### config.mk
export PLATFORM = sky130hd
export DESIGN_NAME = regfile_mp
export DESIGN_NICKNAME = d
export VERILOG_FILES = /design/src/rtl/regfile_pkg.sv /design/src/rtl/regfile_rdport.sv /design/src/rtl/regfile_mp.sv
export SDC_FILE = /design/constraint.sdc
export NUM_CORES = 1
export LEC_CHECK = 0
export ABC_CLOCK_PERIOD_IN_PS = 2400
export CORE_MARGIN = 10
export CORE_UTILIZATION = 60
export DETAILED_ROUTE_END_ITERATION = 6
export GPL_TIMING_DRIVEN = 1
export PLACE_DENSITY_LB_ADDON = 0.12
export SLEW_MARGIN = 20
export SYNTH_ARGS = -nofsm -noshare
export SYNTH_HDL_FRONTEND = slang
export SYNTH_SLANG_ARGS = --single-unit
### constraint.sdc
create_clock -name clk -period 2.4 [get_ports clk]
set_input_delay 0.48 -clock clk [delete_from_list [all_inputs] [get_ports clk]]
set_output_delay 0.48 -clock clk [all_outputs]
set_load 0.01 [all_outputs]
### src/rtl/regfile_pkg.sv
// Shared types and helpers for the multi-port register file (regfile_mp).
// Holds the clear-FSM state encoding, default geometry and the index range check.
package regfile_pkg;

  typedef enum logic [0:0] {
    IDLE  = 1'b0,
    CLEAR = 1'b1
  } state_e;

  localparam int DEF_WIDTH = 8;
  localparam int DEF_DEPTH = 16;

  // DEPTH need not be a power of two, so a full-width select can point past the array.
  function automatic logic idx_in_range(input logic [31:0] idx, input int depth);
    return (idx < 32'(depth));
  endfunction

endpackage

### src/rtl/regfile_rdport.sv
// One combinational read port of regfile_mp: range-checked mux with optional write-through.
// Bypass is gated by byp_en_i, which the top ties low when forwarding is not built in.
module regfile_rdport
  import regfile_pkg::*;
#(
  parameter int WIDTH  = DEF_WIDTH,
  parameter int DEPTH  = DEF_DEPTH,
  parameter int ADDR_W = $clog2(DEPTH)
) (
  input  logic [DEPTH-1:0][WIDTH-1:0] mem_i,
  input  logic [DEPTH-1:0]            vld_i,
  input  logic [ADDR_W-1:0]           sel_i,
  input  logic                        byp_en_i,
  input  logic [ADDR_W-1:0]           byp_sel_i,
  input  logic [WIDTH-1:0]            byp_data_i,
  output logic [WIDTH-1:0]            data_o,
  output logic                        valid_o
);

  // Out-of-range selects read as empty; a same-cycle write wins over stored data.
  always_comb begin
    data_o  = {WIDTH{1'b0}};
    valid_o = 1'b0;
    if (!idx_in_range(32'(sel_i), DEPTH)) begin
      data_o  = {WIDTH{1'b0}};
      valid_o = 1'b0;
    end else if (byp_en_i && (byp_sel_i == sel_i)) begin
      data_o  = byp_data_i;
      valid_o = 1'b1;
    end else begin
      data_o  = mem_i[sel_i];
      valid_o = vld_i[sel_i];
    end
  end

endmodule

### src/rtl/regfile_mp.sv
// Parametrised two-read-port register file with per-entry valid bits and a sequenced bulk clear.
// Define REGFILE_BYPASS_EN to forward an accepted write to matching read ports in the same cycle.
module regfile_mp
  import regfile_pkg::*;
#(
  parameter int              WIDTH     = DEF_WIDTH,
  parameter int              DEPTH     = DEF_DEPTH,
  parameter int              ADDR_W    = $clog2(DEPTH),
  parameter logic [WIDTH-1:0] RESET_VAL = {WIDTH{1'b0}}
) (
  input  logic              clk,
  input  logic              rst_n,
  input  logic              replace_en,
  input  logic [WIDTH-1:0]  replaceData,
  input  logic [ADDR_W-1:0] replaceSel,
  input  logic [ADDR_W-1:0] A_sel,
  input  logic [ADDR_W-1:0] B_sel,
  output logic [WIDTH-1:0]  A,
  output logic [WIDTH-1:0]  B,
  output logic              A_valid,
  output logic              B_valid,
  input  logic              clear_req,
  output logic              busy,
  output logic              wr_drop
);

  localparam logic [ADDR_W-1:0] LAST_IDX = ADDR_W'(DEPTH - 1);
  localparam logic [ADDR_W-1:0] IDX_ONE  = ADDR_W'(1);
  localparam logic [ADDR_W-1:0] IDX_ZERO = {ADDR_W{1'b0}};

  state_e                      state_q, state_d;
  logic [ADDR_W-1:0]           idx_q, idx_d;
  logic [DEPTH-1:0][WIDTH-1:0] mem_q, mem_d;
  logic [DEPTH-1:0]            vld_q, vld_d;
  logic                        busy_q, busy_d;
  logic                        wr_drop_q, wr_drop_d;
  logic                        wr_ok_s;
  logic                        byp_en_s;

  // A write is accepted only when the engine is idle and the index exists.
  always_comb begin
    wr_ok_s = replace_en && (state_q == IDLE) && idx_in_range(32'(replaceSel), DEPTH);
`ifdef REGFILE_BYPASS_EN
    byp_en_s = wr_ok_s;
`else
    byp_en_s = 1'b0;
`endif
  end

  // Next-state for storage and the clear engine; a write in IDLE commits before a clear starts.
  always_comb begin
    state_d = state_q;
    idx_d   = idx_q;
    mem_d   = mem_q;
    vld_d   = vld_q;
    if (wr_ok_s) begin
      mem_d[replaceSel] = replaceData;
      vld_d[replaceSel] = 1'b1;
    end else begin
      mem_d = mem_q;
      vld_d = vld_q;
    end
    case (state_q)
      IDLE: begin
        idx_d = IDX_ZERO;
        if (clear_req) begin
          state_d = CLEAR;
        end else begin
          state_d = IDLE;
        end
      end
      CLEAR: begin
        mem_d[idx_q] = RESET_VAL;
        vld_d[idx_q] = 1'b0;
        if (idx_q == LAST_IDX) begin
          state_d = IDLE;
          idx_d   = IDX_ZERO;
        end else begin
          state_d = CLEAR;
          idx_d   = idx_q + IDX_ONE;
        end
      end
      default: begin
        state_d = IDLE;
        idx_d   = IDX_ZERO;
      end
    endcase
    busy_d    = (state_d == CLEAR);
    wr_drop_d = replace_en && !wr_ok_s;
  end

  // State, storage and registered status flags; reset aborts any clear in flight.
  always_ff @(posedge clk or negedge rst_n) begin
    if (!rst_n) begin
      state_q   <= IDLE;
      idx_q     <= IDX_ZERO;
      mem_q     <= {DEPTH{RESET_VAL}};
      vld_q     <= {DEPTH{1'b0}};
      busy_q    <= 1'b0;
      wr_drop_q <= 1'b0;
    end else begin
      state_q   <= state_d;
      idx_q     <= idx_d;
      mem_q     <= mem_d;
      vld_q     <= vld_d;
      busy_q    <= busy_d;
      wr_drop_q <= wr_drop_d;
    end
  end

  assign busy    = busy_q;
  assign wr_drop = wr_drop_q;

  regfile_rdport #(
    .WIDTH (WIDTH),
    .DEPTH (DEPTH),
    .ADDR_W(ADDR_W)
  ) u_rd_a (
    .mem_i     (mem_q),
    .vld_i     (vld_q),
    .sel_i     (A_sel),
    .byp_en_i  (byp_en_s),
    .byp_sel_i (replaceSel),
    .byp_data_i(replaceData),
    .data_o    (A),
    .valid_o   (A_valid)
  );

  regfile_rdport #(
    .WIDTH (WIDTH),
    .DEPTH (DEPTH),
    .ADDR_W(ADDR_W)
  ) u_rd_b (
    .mem_i     (mem_q),
    .vld_i     (vld_q),
    .sel_i     (B_sel),
    .byp_en_i  (byp_en_s),
    .byp_sel_i (replaceSel),
    .byp_data_i(replaceData),
    .data_o    (B),
    .valid_o   (B_valid)
  );

endmodule

[Yosys cells after proc, flatten, opt, wreduce, memory -nomap -nowiden]
Cells that the tools add are included.
Storage, ports and cells
  flip-flop bits (word level): 150
  latch bits: 0
  bits in writable memories: 0
  memory bits (read-only): 0
  input port bits: 24
  output and inout port bits: 20
  logic and storage cells: 65
  memories kept: 0
Cells by class
  add/sub/neg operators: 1
  multiply operators: 0
  div/mod/pow operators: 0
  magnitude comparators: 6
  equality and inequality tests: 1
  shift operators: 0
  mux-type cells: 26
  bitwise gates (word level): 6
  reduce and logical (&&, ||, !) cells: 5
Operator list (count)
  2-to-1 mux 128 bit: 2
  AND 128 bit: 1
  bitwise mux 128 bit: 1
  NOT 128 bit: 1
  binary-select mux 8 bit (select 4 bit): 2
  demux 8 bit (select 4 bit): 2
  2-to-1 mux 16 bit: 2
  2-to-1 mux 8 bit: 4
  less-than comparator 4 x 5 -> 1 bit, second input constant: 4
  AND 16 bit: 1
  NOT 16 bit: 1
  OR 16 bit: 1
  binary-select mux 1 bit (select 4 bit): 2
  demux 1 bit (select 4 bit): 2
  >= comparator 4 x 1 -> 1 bit, second input constant: 2
  case mux 4 bit (2 select lines): 1
  2-to-1 mux 1 bit: 6
  adder 4 x 1 -> 4 bit, second input constant: 1
  equality test 4 bit, second input constant: 1
  logical AND 1 bit: 4
  2-to-1 mux 4 bit: 1
  case mux 1 bit (2 select lines): 1
  logical NOT 1 bit: 1
  NOT 1 bit: 1

[Longest topological paths before layout]
  depth in word-level cells: 8
  gate-level depth with buffers: 6
  mapped depth without buffers: 5

[Cells and area by module]
A second synthesis with hierarchy kept.
Unflattened totals
  cell total of the unflattened synthesis: 857
  area, all modules: 9160.0 sq um
Modules (own cells, without submodules)
  regfile_mp: times used 1, cells each 683, area an instance 6535.0 sq um, sequential area each 3753.6 sq um
  regfile_rdport: times used 2, cells each 87, area an instance 1312.5 sq um, sequential area each 0.0 sq um

[Least setup slack after synthesis]
Ideal clock, no wire load.
  path kind: input to output
  start: in A_sel[0]
  end: out A[6]
  arrival: 1657 ps
  data required time: 1920 ps
  slack: 263 ps
  stages on the path: 5
  path buffers: 2
  cells stage by stage: buf_4 -> buf_4 -> mux4_2 -> a22oi_1 -> nand2_1
Between the ends
  word-level cells in the longest chain between the ends: 2
RTL lines
  start: declaration: line regfile_mp.sv:16  | input logic [ADDR_W-1:0] A_sel,
  binary-select mux 8 bit (select 4 bit): line regfile_rdport.sv:31  | data_o = mem_i[sel_i];
  2-to-1 mux 8 bit (not written as such): line regfile_rdport.sv:31
  end: declaration: line regfile_mp.sv:18  | output logic [WIDTH-1:0] A,
Every way passes these cells. The select of a mux whose other input is x is not followed.

[Final worst setup path]
  start: reg mem_q[69] (netlist bit)
  end: out A[5]
Between the ends
  word-level cells in the longest chain between the ends: 2
RTL lines
  start: declaration: line regfile_mp.sv:33  | logic [DEPTH-1:0][WIDTH-1:0] mem_q, mem_d;
  start signal: assignment: line regfile_mp.sv:97  | mem_q <= {DEPTH{RESET_VAL}};
  start signal: assignment: line regfile_mp.sv:104  | mem_q <= mem_d;
  binary-select mux 8 bit (select 4 bit): line regfile_rdport.sv:31
  2-to-1 mux 8 bit (not written as such): line regfile_rdport.sv:31
Every way passes these cells. The select of a mux whose other input is x is not followed.

==> impl_metrics.env <==
export IMPL_status="finished with violations"
export IMPL_violations="hold timing"
export IMPL_crit_type="register to primary output"
export IMPL_setup_viol=0
export IMPL_post_route_period_util_pct=99.50
export IMPL_finalMaxSlewViolations=0
export IMPL_cts_buffer_depth=2
export IMPL_path_delay_family="multiplexers"
export IMPL_track_usage_pct=30.35
export IMPL_layout_drive_gt1_share_pct=26.51
export IMPL_maxCapViolCount=0
export IMPL_fillers=929
export IMPL_postRouteAntennaNets=0
export IMPL_crit_slowest_cell="mux4_2"
export IMPL_row_count=43
export IMPL_grt_pass1_vias=8350
export IMPL_whs_ps=-11.46
export IMPL_synth_area_sq_um=8701
export IMPL_cp_max_fo=3
export IMPL_synthToLayoutAreaGrowth_pct=21.43
export IMPL_gp_congestion=0.8943
export IMPL_synth_seq_cells=150
export IMPL_die_h_um=140.4
export IMPL_io_pins=44
export IMPL_cts_inserted_buffers=17
export IMPL_cts_max_level=4
export IMPL_synth_cell_type_count=31
export IMPL_end_kind="primary output"
export IMPL_path_cells="buf_4 > mux4_2 > a22oi_2 > nand2_1 > clkbuf_2"
export IMPL_r2r_end="mem_q[99]$_DFF_PN0_"
export IMPL_crit_buf_inv=2
export IMPL_fp_dieW_um=140.4
export IMPL_wl_um=30350
export IMPL_first_pass_iters=6
export IMPL_grt_max_degree=56
export IMPL_register_area_sq_um=3754
export IMPL_grt_antenna_before_repair=1
export IMPL_initial_core_util_pct=61.96
export IMPL_timing_hold_violations_final=10
export IMPL_worstMarginPinSlew_ps=817.3
export IMPL_core_region_area_sq_um=14040
export IMPL_hold_path_class="input port to async pin"
export IMPL_fmax_mhz=418.8
export IMPL_synthCells=858
export IMPL_drtIter0Drc=1367
export IMPL_yosysWarnings=0
export IMPL_slowest_delay_ps=500
export IMPL_postSynthNetCount=886
export IMPL_path_clk_slew_ps=60
export IMPL_insertion_delay_ps=430
export IMPL_vias_per_cell=7.650
export IMPL_worstReg2RegStart="busy$_DFF_PN0_"
export IMPL_clock_tree_root_cell="clkbuf_16"
export IMPL_fin_crit_ps=2388
export IMPL_cts_sinks=150
export IMPL_cp_arrival_ps=1910
export IMPL_multiInputGateArea_sq_um=4638
export IMPL_rrSetupSlack_ps=430
export IMPL_p_per_area_nw_per_um2=769.3
export IMPL_drc=0
export IMPL_ir_drop_v=0.0007773
export IMPL_yosysSeqAreaShare_pct=43.14
export IMPL_r2r_cells=3
export IMPL_setup_ws_ps=12.08
export IMPL_place_port_buffers=43
export IMPL_fin_skew_ps=7.285
export IMPL_max_slew_margin_pct=45.34
export IMPL_required_ps=1920
export IMPL_fin_nets=929
export IMPL_vias=8369
export IMPL_total_power_mw=8.128
export IMPL_power_leakage_nw=4.387
export IMPL_grt_pass1_wl_um=47090
export IMPL_wl_per_cell_um=27.74
export IMPL_cp_start_kind="register"
export IMPL_pre_cts_ws_ps=-662.2
export IMPL_post_dp_hpwl_um=18470
export IMPL_syn_avg_cell_area_sq_um=10.14
export IMPL_cts_tree="built"
export IMPL_dieArea_sq_um=19720
export IMPL_overflow=0
cells in the mapped netlist:
library cell,n,area share (%)
and2_1,5,0.36
inv_1,4,0.17
nand2b_1,8,0.58
a21oi_1,147,8.5
or3_1,1,0.072
ha_1,4,0.58
nor2_1,34,1.5
and4b_1,1,0.12
nand4bb_1,2,0.26
a22oi_1,36,3.1
o21ai_0,126,7.2
nand4b_1,1,0.10
or4b_4,1,0.16
and4bb_2,2,0.29
o21ai_1,3,0.17
nor3_2,2,0.23
buf_1,16,0.69
clkbuf_1,29,1.3
nand2_1,25,1.1
a311oi_1,1,0.10
nor4b_4,1,0.27
dfrtp_1,150,43
nor2b_1,6,0.43
buf_4,6,0.52
mux4_2,72,19
buf_6,6,0.78
buf_2,37,2.1
or2_2,1,0.072
nor2_2,1,0.072
nand3_1,128,7.4
clkbuf_2,2,0.12
timing repair:
item,4_1_cts,5_1_grt
buffers inserted,3,7
cloned,3,0
setup endpoints to repair,18,18
pin swaps,7,14
resized for setup,74,33
hold buffers,0,0
logic make-up after synthesis:
| group | share of synthesized area [%] |
|---|---|
| fa+ha+maj | 0.5752 |
| compound gates | 19.08 |
| flops | 43.14 |
| buf+inv | 5.651 |
| mux | 18.64 |
| simple gates | 12.91 |
per-stage QoR:
step                area (sq um)  util [%]  setup TNS (ps)  hold slack (ps)  cells
floorplan                   8701         -               0            184.4    858
global placement            9622     68.52           -9069            445.2   1049
detailed placement          9622     68.52           -9958            449.1   1049
CTS                        10500     74.78               0            5.120   1086
global route               10570     75.24          -2.270            10.30   1094
finish                     10570     75.24               0           -11.46   1094
area by class of cell:
cell class,instances,share of cell area [%]
Antenna cell,1,0.02369
Clock buffer,18,4.157
Clock inverter,13,1.705
Inverter,4,0.1421
Multi-Input combinational cell,608,43.90
Sequential cell,150,35.53
Tap cell,180,2.132
Timing Repair Buffer,120,12.41
state kept, by name, indices dropped and copies added (netlist names):
register and count:
busy 1, wr_drop 1, vld_q 16, mem_q 128, idx_q 4
how the worst max path moves through the flow:
stage	start	endpoint	slack, ps	depth (start not counted)
floorplan	A_sel[0]	A[6]	260	5
global placement	B_sel[3]	B[7]	-630	5
detailed placement	B_sel[3]	B[0]	-660	5
CTS	A_sel[0]	A[1]	0.6	7
global route	mem_q[28]$_DFF_PN0_	B[4]	-1	4
finish	mem_q[69]$_DFF_PN0_	A[5]	10	5
where the power goes:
part	switching [mW]	internal [mW]	total, mW
combinational	1.18	0.883	2.07
clock	1.09	1.76	2.84
sequential	0.328	2.89	3.22
cells in the final DEF, fill, tap and decap left out, types with 6 or more instances in the layout:
| master | count |
|---|---|
| buf_12 | 23 |
| o21ai_0 | 126 |
| mux4_2 | 72 |
| buf_2 | 8 |
| nand2_1 | 25 |
| nand3_1 | 128 |
| a22oi_2 | 30 |
| clkbuf_16 | 17 |
| dfrtp_1 | 150 |
| buf_4 | 49 |
| nor2_1 | 32 |
| a22oi_1 | 6 |
| clkbuf_2 | 6 |
| clkdlybuf4s50_1 | 16 |
| nand2b_1 | 8 |
| a21oi_1 | 147 |
worst register-to-register path: cells and delay by family (launching register included):
| family | cells | cell delay, ps |
|---|---|---|
| AO/OA/AOI/OAI | 2 | 420 |
| AND/OR/NAND/NOR | 1 | 860 |
| flip-flops | 1 | 560 |
routing by layer:
| metal | GRT usage (%) | up-vias | share of wire [%] |
|---|---|---|---|
| li1 | - | 3321 | - |
| met1 | 37.26 | 4099 | 35 |
| met2 | 45.69 | 768 | 46 |
| met3 | 11.70 | 181 | 15 |
| met4 | 15.43 | 0 | 5.0 |
| met5 | 0 | - | 0 |
(Power assumes the default switching activity.)
